### src/rtl/cpu_pkg.sv
// Shared types and constants for the CPU front end.
package cpu_pkg;

    localparam int XLEN = 32;

    // addi x0, x0, 0 -- the canonical RISC-V no-op shown to decode when nothing real is present
    localparam logic [31:0] NOP_INSTR = 32'h0000_0013;

    // FETCH: request outstanding; HOLD: response parked in skid; DRAIN: discard stale response
    typedef enum logic [1:0] {
        FETCH = 2'd0,
        HOLD  = 2'd1,
        DRAIN = 2'd2
    } fetch_state_t;

endpackage

### src/rtl/fetch_skid_buf.sv
// One-entry {instr, pc} buffer that parks a memory response while decode is stalled.
module fetch_skid_buf
    import cpu_pkg::*;
#(
    parameter int XLEN = cpu_pkg::XLEN
) (
    input  logic            clk,
    input  logic            rst,
    input  logic            load,
    input  logic            unload,
    input  logic            clear,
    input  logic [31:0]     load_instr,
    input  logic [XLEN-1:0] load_pc,
    output logic            full,
    output logic [31:0]     instr,
    output logic [XLEN-1:0] pc
);

    logic            full_q, full_d;
    logic [31:0]     instr_q, instr_d;
    logic [XLEN-1:0] pc_q, pc_d;

    // clear wins over load so a redirect can never leave a stale entry behind
    always_comb begin
        full_d  = full_q;
        instr_d = instr_q;
        pc_d    = pc_q;
        if (clear) begin
            full_d = 1'b0;
        end else if (load) begin
            full_d  = 1'b1;
            instr_d = load_instr;
            pc_d    = load_pc;
        end else if (unload) begin
            full_d = 1'b0;
        end
    end

    // buffer registers with synchronous reset to empty
    always_ff @(posedge clk) begin
        if (rst) begin
            full_q  <= 1'b0;
            instr_q <= NOP_INSTR;
            pc_q    <= '0;
        end else begin
            full_q  <= full_d;
            instr_q <= instr_d;
            pc_q    <= pc_d;
        end
    end

    assign full  = full_q;
    assign instr = instr_q;
    assign pc    = pc_q;

endmodule

### src/rtl/fetch_stage.sv
// Instruction-fetch stage: owns the PC, issues one word read at a time, and presents a
// registered instruction plus its PC to decode. Handles stalls and redirects.
// Handshake: imem_req is a level held (with imem_addr stable) until the single-cycle
// imem_valid pulse; decode accepts Instr on any edge where instr_valid=1 and stall=0.
module fetch_stage
    import cpu_pkg::*;
#(
    parameter int              XLEN     = cpu_pkg::XLEN,
    parameter logic [XLEN-1:0] RESET_PC = '0
) (
    input  logic            clk,
    input  logic            rst,
    input  logic            stall,
    input  logic            redirect,
    input  logic [XLEN-1:0] redirect_pc,
    output logic            imem_req,
    output logic [XLEN-1:0] imem_addr,
    input  logic            imem_valid,
    input  logic [31:0]     imem_rdata,
    output logic [31:0]     Instr,
    output logic            instr_valid,
    output logic [XLEN-1:0] pc_out,
    output logic [XLEN-1:0] pc_plus4
);

    localparam logic [XLEN-1:0] PC_STEP   = XLEN'(4);
    localparam logic [XLEN-1:0] WORD_MASK = ~(XLEN'(3));

    fetch_state_t    state_q, state_d, rst_state;
    logic [XLEN-1:0] pc_q, pc_d;
    logic [31:0]     instr_q, instr_d;
    logic            instr_valid_q, instr_valid_d;
    logic [XLEN-1:0] pc_out_q, pc_out_d;
    // memory has seen a request that it has not answered yet
    logic            pending_q, pending_d;

    logic            skid_load, skid_unload, skid_clear, skid_full;
    logic [31:0]     skid_instr;
    logic [XLEN-1:0] skid_pc;
    logic [XLEN-1:0] redirect_pc_aligned;

    assign redirect_pc_aligned = redirect_pc & WORD_MASK;

    fetch_skid_buf #(.XLEN(XLEN)) u_skid (
        .clk        (clk),
        .rst        (rst),
        .load       (skid_load),
        .unload     (skid_unload),
        .clear      (skid_clear),
        .load_instr (imem_rdata),
        .load_pc    (pc_q),
        .full       (skid_full),
        .instr      (skid_instr),
        .pc         (skid_pc)
    );

    // next-state, PC and output-register logic; redirect overrides stall in every state
    always_comb begin
        state_d       = state_q;
        pc_d          = pc_q;
        instr_d       = instr_q;
        instr_valid_d = instr_valid_q;
        pc_out_d      = pc_out_q;
        pending_d     = imem_req && !imem_valid;
        skid_load     = 1'b0;
        skid_unload   = 1'b0;
        skid_clear    = 1'b0;

        // a request already seen by memory before reset still returns: drain it
        if (((state_q == FETCH && pending_q) || state_q == DRAIN) && !imem_valid) begin
            rst_state = DRAIN;
        end else begin
            rst_state = FETCH;
        end

        if (redirect) begin
            pc_d          = redirect_pc_aligned;
            instr_d       = NOP_INSTR;
            instr_valid_d = 1'b0;
            skid_clear    = 1'b1;
            if ((state_q == FETCH || state_q == DRAIN) && !imem_valid) begin
                state_d = DRAIN;
            end else begin
                state_d = FETCH;
            end
        end else begin
            case (state_q)
                FETCH: begin
                    if (imem_valid) begin
                        pc_d = pc_q + PC_STEP;
                        if (stall) begin
                            skid_load = 1'b1;
                            state_d   = HOLD;
                        end else begin
                            instr_d       = imem_rdata;
                            pc_out_d      = pc_q;
                            instr_valid_d = 1'b1;
                        end
                    end else if (!stall) begin
                        instr_valid_d = 1'b0;
                    end
                end
                HOLD: begin
                    if (!stall) begin
                        if (skid_full) begin
                            instr_d       = skid_instr;
                            pc_out_d      = skid_pc;
                            instr_valid_d = 1'b1;
                        end
                        skid_unload = 1'b1;
                        state_d     = FETCH;
                    end
                end
                DRAIN: begin
                    if (imem_valid) begin
                        state_d = FETCH;
                    end
                end
                default: state_d = FETCH;
            endcase
        end
    end

    // state and output registers with synchronous reset
    always_ff @(posedge clk) begin
        if (rst) begin
            state_q       <= rst_state;
            pc_q          <= RESET_PC;
            instr_q       <= NOP_INSTR;
            instr_valid_q <= 1'b0;
            pc_out_q      <= RESET_PC;
            pending_q     <= 1'b0;
        end else begin
            state_q       <= state_d;
            pc_q          <= pc_d;
            instr_q       <= instr_d;
            instr_valid_q <= instr_valid_d;
            pc_out_q      <= pc_out_d;
            pending_q     <= pending_d;
        end
    end

    assign imem_req    = (state_q == FETCH) && !rst;
    assign imem_addr   = pc_q;
    assign Instr       = instr_q;
    assign instr_valid = instr_valid_q;
    assign pc_out      = pc_out_q;
    assign pc_plus4    = pc_out_q + PC_STEP;

endmodule

### config.mk
export PLATFORM = sky130hd
export DESIGN_NAME = fetch_stage
export DESIGN_NICKNAME = d
export VERILOG_FILES = /design/src/rtl/cpu_pkg.sv /design/src/rtl/fetch_skid_buf.sv /design/src/rtl/fetch_stage.sv
export SDC_FILE = /design/constraint.sdc
export NUM_CORES = 1
export LEC_CHECK = 0
export CORE_MARGIN = 1
export CORE_UTILIZATION = 53
export DETAILED_ROUTE_END_ITERATION = 6
export GPL_TIMING_DRIVEN = 0
export PLACE_DENSITY_LB_ADDON = 0.12
export SYNTH_ARGS = -nofsm -noshare
export SYNTH_HDL_FRONTEND = slang
export SYNTH_SLANG_ARGS = --single-unit
### constraint.sdc
create_clock -name clk -period 6.48 [get_ports clk]
set_input_delay 0.648 -clock clk [delete_from_list [all_inputs] [get_ports clk]]
set_output_delay 0.648 -clock clk [all_outputs]
set_load 0.02 [all_outputs]
# Word-level counts from Yosys, hierarchy flattened
# Index checks and enable logic that the tools add are counted.
# classes
addsub	2
n_eq_ne	10
muxes	38
bitwise_logic	2
n_reduce_logical	23
# ops
cell	count
$mux W32	11
$pmux W32 S2	2
$add A32 B3 Y32 const B	2
$mux W2	8
$ne A4 B4 Y1 const B	4
$mux W1	15
$reduce_and A4 Y1	2
$reduce_bool A2 Y1	4
$ne A2 B2 Y1 const B	3
$pmux W2 S3	1
$reduce_and A2 Y1	3
$reduce_and A6 Y1	1
$logic_and A1 B1 Y1	5
$reduce_and A5 Y1	1
$reduce_or A2 Y1	2
$eq A2 B1 Y1 const B	1
$eq A2 B2 Y1 const B	1
$logic_not A1 Y1	2
$logic_not A2 Y1	1
$logic_or A1 B1 Y1	2
$ne A2 B1 Y1 const B	1
$not A1 Y1	2
$pmux W1 S2	1
# word_totals
regBits	165
inputBits	69
out_inout_bits	130
word_cells	85

# Longest topological paths before layout
# Gate-level depths: netlist of run 1.
# depth
ltp_word	6
mapped_depth	7
ltp_nobuf	5

# Modules after synthesis
# Synthesis of run 1 repeated with hierarchy kept, for this count alone.
# unflattened
cells_unflattened	907
hier_area_um2	8444.3
# by_module_without_submodules
module	n_inst	cells_each	area_each_um2	seq_area_each_um2
fetch_stage	1	613	5308.8	1981.9
fetch_skid_buf	1	294	3135.5	1301.2

# Least setup slack after synthesis of run 1
# No wires, ideal clock.
# synth_timing
kind	flip-flop to output port
from	reg pc_out_q[2] (netlist: pc_out[2])
to	out pc_plus4[24]
arrival_ns	2.158
required_ns	5.832
slack_ns	3.674
stages_incl_launch_ff	6
path_buffers	0
path_cell_list	dfxtp_1 ha_1 nand3_1 nor3_1 nand4_1 xnor2_1
# synth_between
elab_chain_len	1
# synth_lines
item	line_no	source
start: declaration	fetch_stage.sv:33	logic [XLEN-1:0] pc_out_q, pc_out_d;
start signal: assignment	fetch_stage.sv:138	pc_out_q <= pc_out_d;
$add A32 B3 Y32	fetch_stage.sv:148	assign pc_plus4 = pc_out_q + PC_STEP;
end: declaration	fetch_stage.sv:23	output logic [XLEN-1:0] pc_plus4
# Every way passes these cells.

# Worst setup path in the final report of run 1
# layout_timing
from	reg pc_out_q[2] (netlist: pc_out[2])
to	out pc_plus4[26]
# The elaborated chain is that of the path after synthesis.

==> results of run 1 <==
==> worst max-delay path by stage <==
stage	from	to	slack (ns)	depth (start not counted)
finish	pc_out[2]$_SDFFE_PP0P_	pc_plus4[26]	2.51	6
floorplan	pc_out[2]$_SDFFE_PP0P_	pc_plus4[24]	3.67	5
global placement	pc_out[2]$_SDFFE_PP0P_	pc_plus4[28]	2.96	6
global route	pc_out[2]$_SDFFE_PP0P_	pc_plus4[24]	2.21	6
CTS	pc_out[2]$_SDFFE_PP0P_	pc_plus4[26]	2.50	6
detailed placement	pc_out[2]$_SDFFE_PP0P_	pc_plus4[26]	2.96	6
==> critical path, cell delays in order (launching register included) <==
cell and delay (ns):
dfxtp_1 0.42, ha_1 0.22, nand3_1 0.19, nor3_1 1.03, nand4_1 0.22, xnor2_1 0.20, clkdlybuf4s50_1 0.62
==> metrics by stage <==
step	setup slack, ns	hold WS (ns)
2_1_floorplan	3.67	0.436
3_3_place_gp	2.96	0.441
3_5_place_dp	2.96	0.446
4_1_cts	2.50	0.438
5_1_grt	2.21	0.451
6_report	2.51	0.448
==> area by class of cell <==
cell class,instances,area (um2)
clock buffers,21,450
multi-input cells,651,3930
flip-flops and latches,159,3200
well taps,180,225
clock inverters,11,141
fillers,1132,3620
repair buffers,189,1890
inverters,15,56.3
plain buffers,80,363
==> kinds of logic (layout without fill, tap and decap cells) <==
kind of cell	Yosys count	after routing	share of synthesized area, %
other	1	6	0.0498
muxes	63	63	8.39
DFF	159	159	42.5
and+or+nand+nor	364	364	22.9
buffers and inverters	95	316	5.57
adders and majority gates	2	2	0.332
xor gates and xnor gates	38	38	4.42
AOI/OAI and AO/OA	178	178	15.8
==> flip-flops by register name, indices dropped and copies added, names as in the netlist <==
name / count
Instr: 32
imem_addr: 30
instr_valid: 1
pc_out: 30
pending_q: 1
state_q: 2
u_skid.full: 1
u_skid.instr: 32
u_skid.pc: 30
==> metal layers <==
metal	track usage (%)	up-vias	wire, um
met3	6.53	40	1340
met5	0	-	0
met1	37.0	3426	9230
met2	49.3	256	10500
li1	-	3624	-
met4	13.1	0	555
==> power by group <==
part / internal, uW / switching (uW)
combinational: 201 / 240
sequential: 1020 / 52.1
clock: 613 / 394
==> synth_stat cells, types with 4 or more instances <==
cell type / instances / area share, %
buf_2: 8 / 0.53
xor2_1: 9 / 1.0
buf_4: 7 / 0.70
xnor2_1: 29 / 3.4
nor3_1: 10 / 0.66
a311oi_1: 9 / 1.0
mux2i_1: 62 / 8.2
o21ai_0: 5 / 0.33
nand2_1: 155 / 7.7
nand4_1: 22 / 1.8
inv_1: 15 / 0.75
nor2b_1: 4 / 0.33
dfxtp_1: 157 / 42
and4_1: 17 / 2.0
buf_1: 4 / 0.20
nand3_1: 25 / 1.7
or4_1: 4 / 0.40
o211ai_1: 4 / 0.40
a2111oi_0: 6 / 0.70
o31ai_1: 5 / 0.50
nor3b_1: 4 / 0.40
nor2_1: 86 / 4.3
nor4_1: 7 / 0.58
a211oi_1: 70 / 7.0
clkbuf_1: 58 / 2.9
and3_1: 9 / 0.75
a21oi_1: 67 / 4.5
==> run_results.csv, run 1 <==
group,metric,value,unit
timing,period_share,61.3,%
detailed_routing,drt_iter0_drc,490,
power_and_ir_drop,leakagePower,0.00381,uW
detailed_routing,wl,21600,um
timing,maxSlewViolCount,0,
clocking,cts-root-buf,"clkbuf_16",
power_and_ir_drop,powerDensity,246,mW/mm2
logic_synthesis,synth-edff-count,2,
setup_path,startpoint_type,"flip-flop",
clocking,cts-htree-levels,4,
place,place_congestion,0.833,
clocking,clock_path_buffers,2,
detailed_routing,final_antenna_net_count,0,
run_status,status,"complete, no violations",
timing,setup_tns,0,ns
setup_path,r2r_start,"imem_addr[10]$_SDFFE_PP0P_",
logic_synthesis,synth_cell_type_count,57,
setup_path,critical_path_class,"flip-flop to output port",
clocking,insertion_delay,0.43,ns
clocking,post_cts_buffers,0,
grt,antenna_found_initial,0,
finish,final_cell_mix,"189 x clkdlybuf4s50_1, 157 x dfxtp_1, 155 x nand2_1",
finish,diodes,0,
setup_path,r2r_end,"imem_addr[23]$_SDFFE_PP0P_",
grt,grt_pass1_vias,6776,
timing,skew,0.0107,ns
setup_path,rr_worst_depth,6,
grt,grt_pass1_wl,33900,um
power_and_ir_drop,ir_drop,0.000157,V
worst_hold_path,min_to,"pending_q$_SDFF_PP0_",
place,dp_hpwl,15400,um
finish,areaGrowthSynthToFinish,36.2,%
finish,drive_above_1_share,4.97,%
worst_hold_path,hold_path_depth,2,
place,dpl_cell_area,0.00967,mm2
die,start_util,54.3,%
die,std_cell_rows,43,
die,die_w,121,um
logic_synthesis,yosysSeqAreaShare,42.5,%
place,port_buffers,189,
logic_synthesis,netlist_area,0.00753,mm2
detailed_routing,drtPass1Iterations,5,
timing,fmax,0.252,GHz
grt,grt_max_degree,17,
timing,post-route-min-period,3.97,ns
clocking,cts_tree,"done",
finish,final_nets,1184,
setup_path,cp-end-kind,"output port",
setup_path,path_max_fanout,10,
detailed_routing,drc,0,
detailed_routing,vias_per_cell,5.62,
clocking,clk_pin_slew,0.06,ns
place,placed_cells,1274,
die,die_h,121,um
die,coreArea,0.0139,mm2
worst_hold_path,hp-class,"input pin to flip-flop",
setup_path,reg2reg_slack,3.74,ns
timing,relSlewSlack,14.3,%
detailed_routing,routedWlPerCell,16.5,um
logic_synthesis,avgSynthCellArea,8.37,um2
flow_run,maxCapViolCount,0,
worst_hold_path,hold_path.startpoint,"imem_valid",
timing,tightest_slew,1.28,ns
finish,final_common_cell,"clkdlybuf4s50_1",
logic_synthesis,ys_ff_latch,159,
clocking,cts_hold_buf,0,
logic_synthesis,yosysWarningCount,0,
detailed_routing,num_vias,7346,
clocking,cts.sinks,159,
timing,rsz0062_at_grt,"false",
finish,finalNonFillerCells,1306,
timing,finalHoldViolations,0,
timing,setup_viol,0,
setup_path,cp.arrival,3.32,ns
clocking,numCtsBuffers,17,
logic_synthesis,synth_ff_type,"dfxtp_1",
die,die_area,0.0147,mm2
power_and_ir_drop,power,2520,uW
die,io_pins,199,
grt,overflow,0,
logic_synthesis,synth_cells,900,
finish,final_util,73.9,%
clocking,cts_resized,0,
logic_synthesis,async_flop_share,0,%
grt,grt_use_total,29.8,%
finish,final_area,0.0103,mm2
setup_path,critical_path_required,5.83,ns
Note: power is estimated with default switching activity, not from simulation.
==> inputs of run 2 (changes only) <==
--- a/config.mk
+++ b/config.mk
@@ -6,7 +6,7 @@
 export NUM_CORES = 1
 export LEC_CHECK = 0
 export CORE_MARGIN = 1
-export CORE_UTILIZATION = 53
+export CORE_UTILIZATION = 49
 export DETAILED_ROUTE_END_ITERATION = 6
 export GPL_TIMING_DRIVEN = 0
 export PLACE_DENSITY_LB_ADDON = 0.12
==> constraint.sdc (replaced) <==
create_clock -name clk -period 3.73 [get_ports clk]
set_input_delay 0.373 -clock clk [delete_from_list [all_inputs] [get_ports clk]]
set_output_delay 0.373 -clock clk [all_outputs]
set_load 0.02 [all_outputs]
==> run 2 against run 1 <==
Net effect: clock power increased by 80%; critical path type unchanged; setup slack worse by 2.0 ns; non-clock buffer count unchanged; combinational power grew 73%; critical path depth stayed put; wire length grew 1.1%.
==> run_results.csv, run 2 (synthesis results as in run 1) <==
group,metric,value,unit
setup_path,crit_path_cell_trace,"ha_1 > nand3_1 > nor3_2 > nand3_1 > xnor2_1 > clkdlybuf4s50_1",
timing,fmax,0.307,GHz
detailed_routing,wl,21800,um
detailed_routing,final_antenna_net_count,0,
die,die_w,126,um
grt,overflow,0,
setup_path,cpMostUsedCell,"nand3_1",
power_and_ir_drop,p_sw,1200,uW
place,placed_cells,1278,
finish,final_area,0.0103,mm2
finish,final_cell_mix,"189 x clkdlybuf4s50_1, 157 x dfxtp_1, 155 x nand2_1",
power_and_ir_drop,seq_power_share,41.9,%
detailed_routing,drc,0,
grt,grt_pass1_wl,34700,um
timing,tightest_slew,1.03,ns
timing,setup_tns,0,ns
run_status,status,"complete, no violations",
setup_path,critical_path_required,3.36,ns
setup_path,startpoint_type,"flip-flop",
detailed_routing,wl_met3,1550,um
die,die_area,0.0159,mm2
detailed_routing,routedWlPerCell,16.7,um
setup_path,critical_path_class,"flip-flop to output port",
power_and_ir_drop,clkPwrFrac,40.9,%
setup_path,critical_path_buf_inv_count,1,
timing,setup_viol,0,
setup_path,slowest_stage,"nor3_2",
clocking,cts-htree-levels,4,
clocking,insertion_delay,0.43,ns
detailed_routing,drt_iter0_drc,427,
setup_path,cp-end-kind,"output port",
grt,grt_pass1_vias,6761,
die,start_util,51.0,%
flow_run,maxCapViolCount,0,
clocking,cts.sinks,159,
detailed_routing,dr_wl_met2,10300,um
power_and_ir_drop,p_sw_share,27.0,%
die,die_h,126,um
timing,relSlewSlack,30.8,%
setup_path,cpPeakStageDelay,0.63,ns
detailed_routing,top_layer,"met4",
clocking,cts_tree,"done",
detailed_routing,num_vias,7311,
finish,drive_above_1_share,5.24,%
power_and_ir_drop,leakagePower,0.00383,uW
place,dp_hpwl,15700,um
grt,grt_use_total,27.7,%
power_and_ir_drop,ir_drop,0.000276,V
place,port_buffers,189,
timing,period_share,87.5,%
timing,skew,0.00599,ns
die,std_cell_rows,44,
setup_path,cp_top_family,"simple AND/OR/NAND/NOR gates",
detailed_routing,drtPass1Iterations,5,
timing,maxSlewViolCount,0,
place,dpl_cell_area,0.00967,mm2
timing,finalHoldViolations,0,
power_and_ir_drop,power_frac_comb,17.2,%
power_and_ir_drop,p_int,3260,uW
clocking,cts_hold_buf,0,
clocking,clk_pin_slew,0.06,ns
detailed_routing,vias_per_cell,5.59,
detailed_routing,wl_met1,9430,um
clocking,clock_path_buffers,2,
timing,post-route-min-period,3.26,ns
clocking,numCtsBuffers,17,
finish,diodes,0,
place,place_congestion,0.851,
die,coreArea,0.0148,mm2
clocking,cts-root-buf,"clkbuf_16",
die,io_pins,199,
finish,final_common_cell,"clkdlybuf4s50_1",
setup_path,cp.arrival,2.89,ns
worst_hold_path,hp-class,"input pin to flip-flop",
power_and_ir_drop,powerDensity,433,mW/mm2
finish,final_nets,1184,
timing,rsz0062_at_grt,"false",
grt,grt_max_degree,17,
setup_path,path_max_fanout,10,
finish,finalNonFillerCells,1309,
finish,areaGrowthSynthToFinish,36.7,%
grt,antenna_found_initial,0,
==> run 2: changes by cell type in the layout (fill, tap and decap cells not counted), sizes merged <==
cell and delta:
bufinv +1, clkbuf -2
==> run 2: per-stage QoR <==
| step | power (uW) | setup WS, ns | util [%] | hold slack (ns) |
|---|---|---|---|---|
| CTS | 4460 | 0.00108 | 69.7 | 0.177 |
| global placement | 2660 | 0.471 | 65.6 | 0.440 |
| global route | 4600 | 0.227 | 69.8 | 0.200 |
| floorplan | 2320 | 1.20 | - | 0.436 |
| finish | 4460 | 0.468 | 69.8 | 0.189 |
| detailed placement | 2660 | 0.459 | 65.6 | 0.446 |
==> run 2: path summary, 6_finish.rpt <==
path	startpoint	end	slack, ns	cells after the start
worst max-delay path	pc_out[2]$_SDFFE_PP0P_	pc_plus4[30]	0.47	6
worst min-delay path	imem_valid	pending_q$_SDFF_PP0_	0.19	2
worst max register to register	imem_addr[10]$_SDFFE_PP0P_	imem_addr[25]$_SDFFE_PP0P_	0.89	6
worst min register to register	u_skid.pc[30]$_SDFFE_PP0P_	u_skid.pc[30]$_SDFFE_PP0P_	0.45	2
==> run 2: final cells by class <==
| type | count | area (um2) |
|---|---|---|
| Buffer | 80 | 363 |
| Clock buffer | 19 | 443 |
| Clock inverter | 12 | 168 |
| Fill cell | 1259 | 4460 |
| Inverter | 15 | 56.3 |
| Multi-Input combinational cell | 651 | 3940 |
| Sequential cell | 159 | 3200 |
| Tap cell | 184 | 230 |
| Timing Repair Buffer | 189 | 1890 |
==> run 2: per-layer routing <==
layer	vias to the layer above	track usage (%)
li1	3609	-
met1	3380	35.2
met2	284	45.8
met3	38	5.99
met4	0	11.0
met5	-	0
==> run 2: repair_timing <==
action                     4_1_cts  5_1_grt
setup endpoints to repair        1        9
resized for setup                1        1
buffers inserted                 0        0
==> run 2: power by group through the flow <==
stage / clock (uW) / sequential [uW] / combinational [uW]
final: 1820 / 1870 / 765
after global routing: 1900 / 1880 / 821
after CTS: 1830 / 1870 / 764
after detailed placement: 0 / 1910 / 760
after global placement: 0 / 1900 / 753
after floorplan: 0 / 1950 / 378
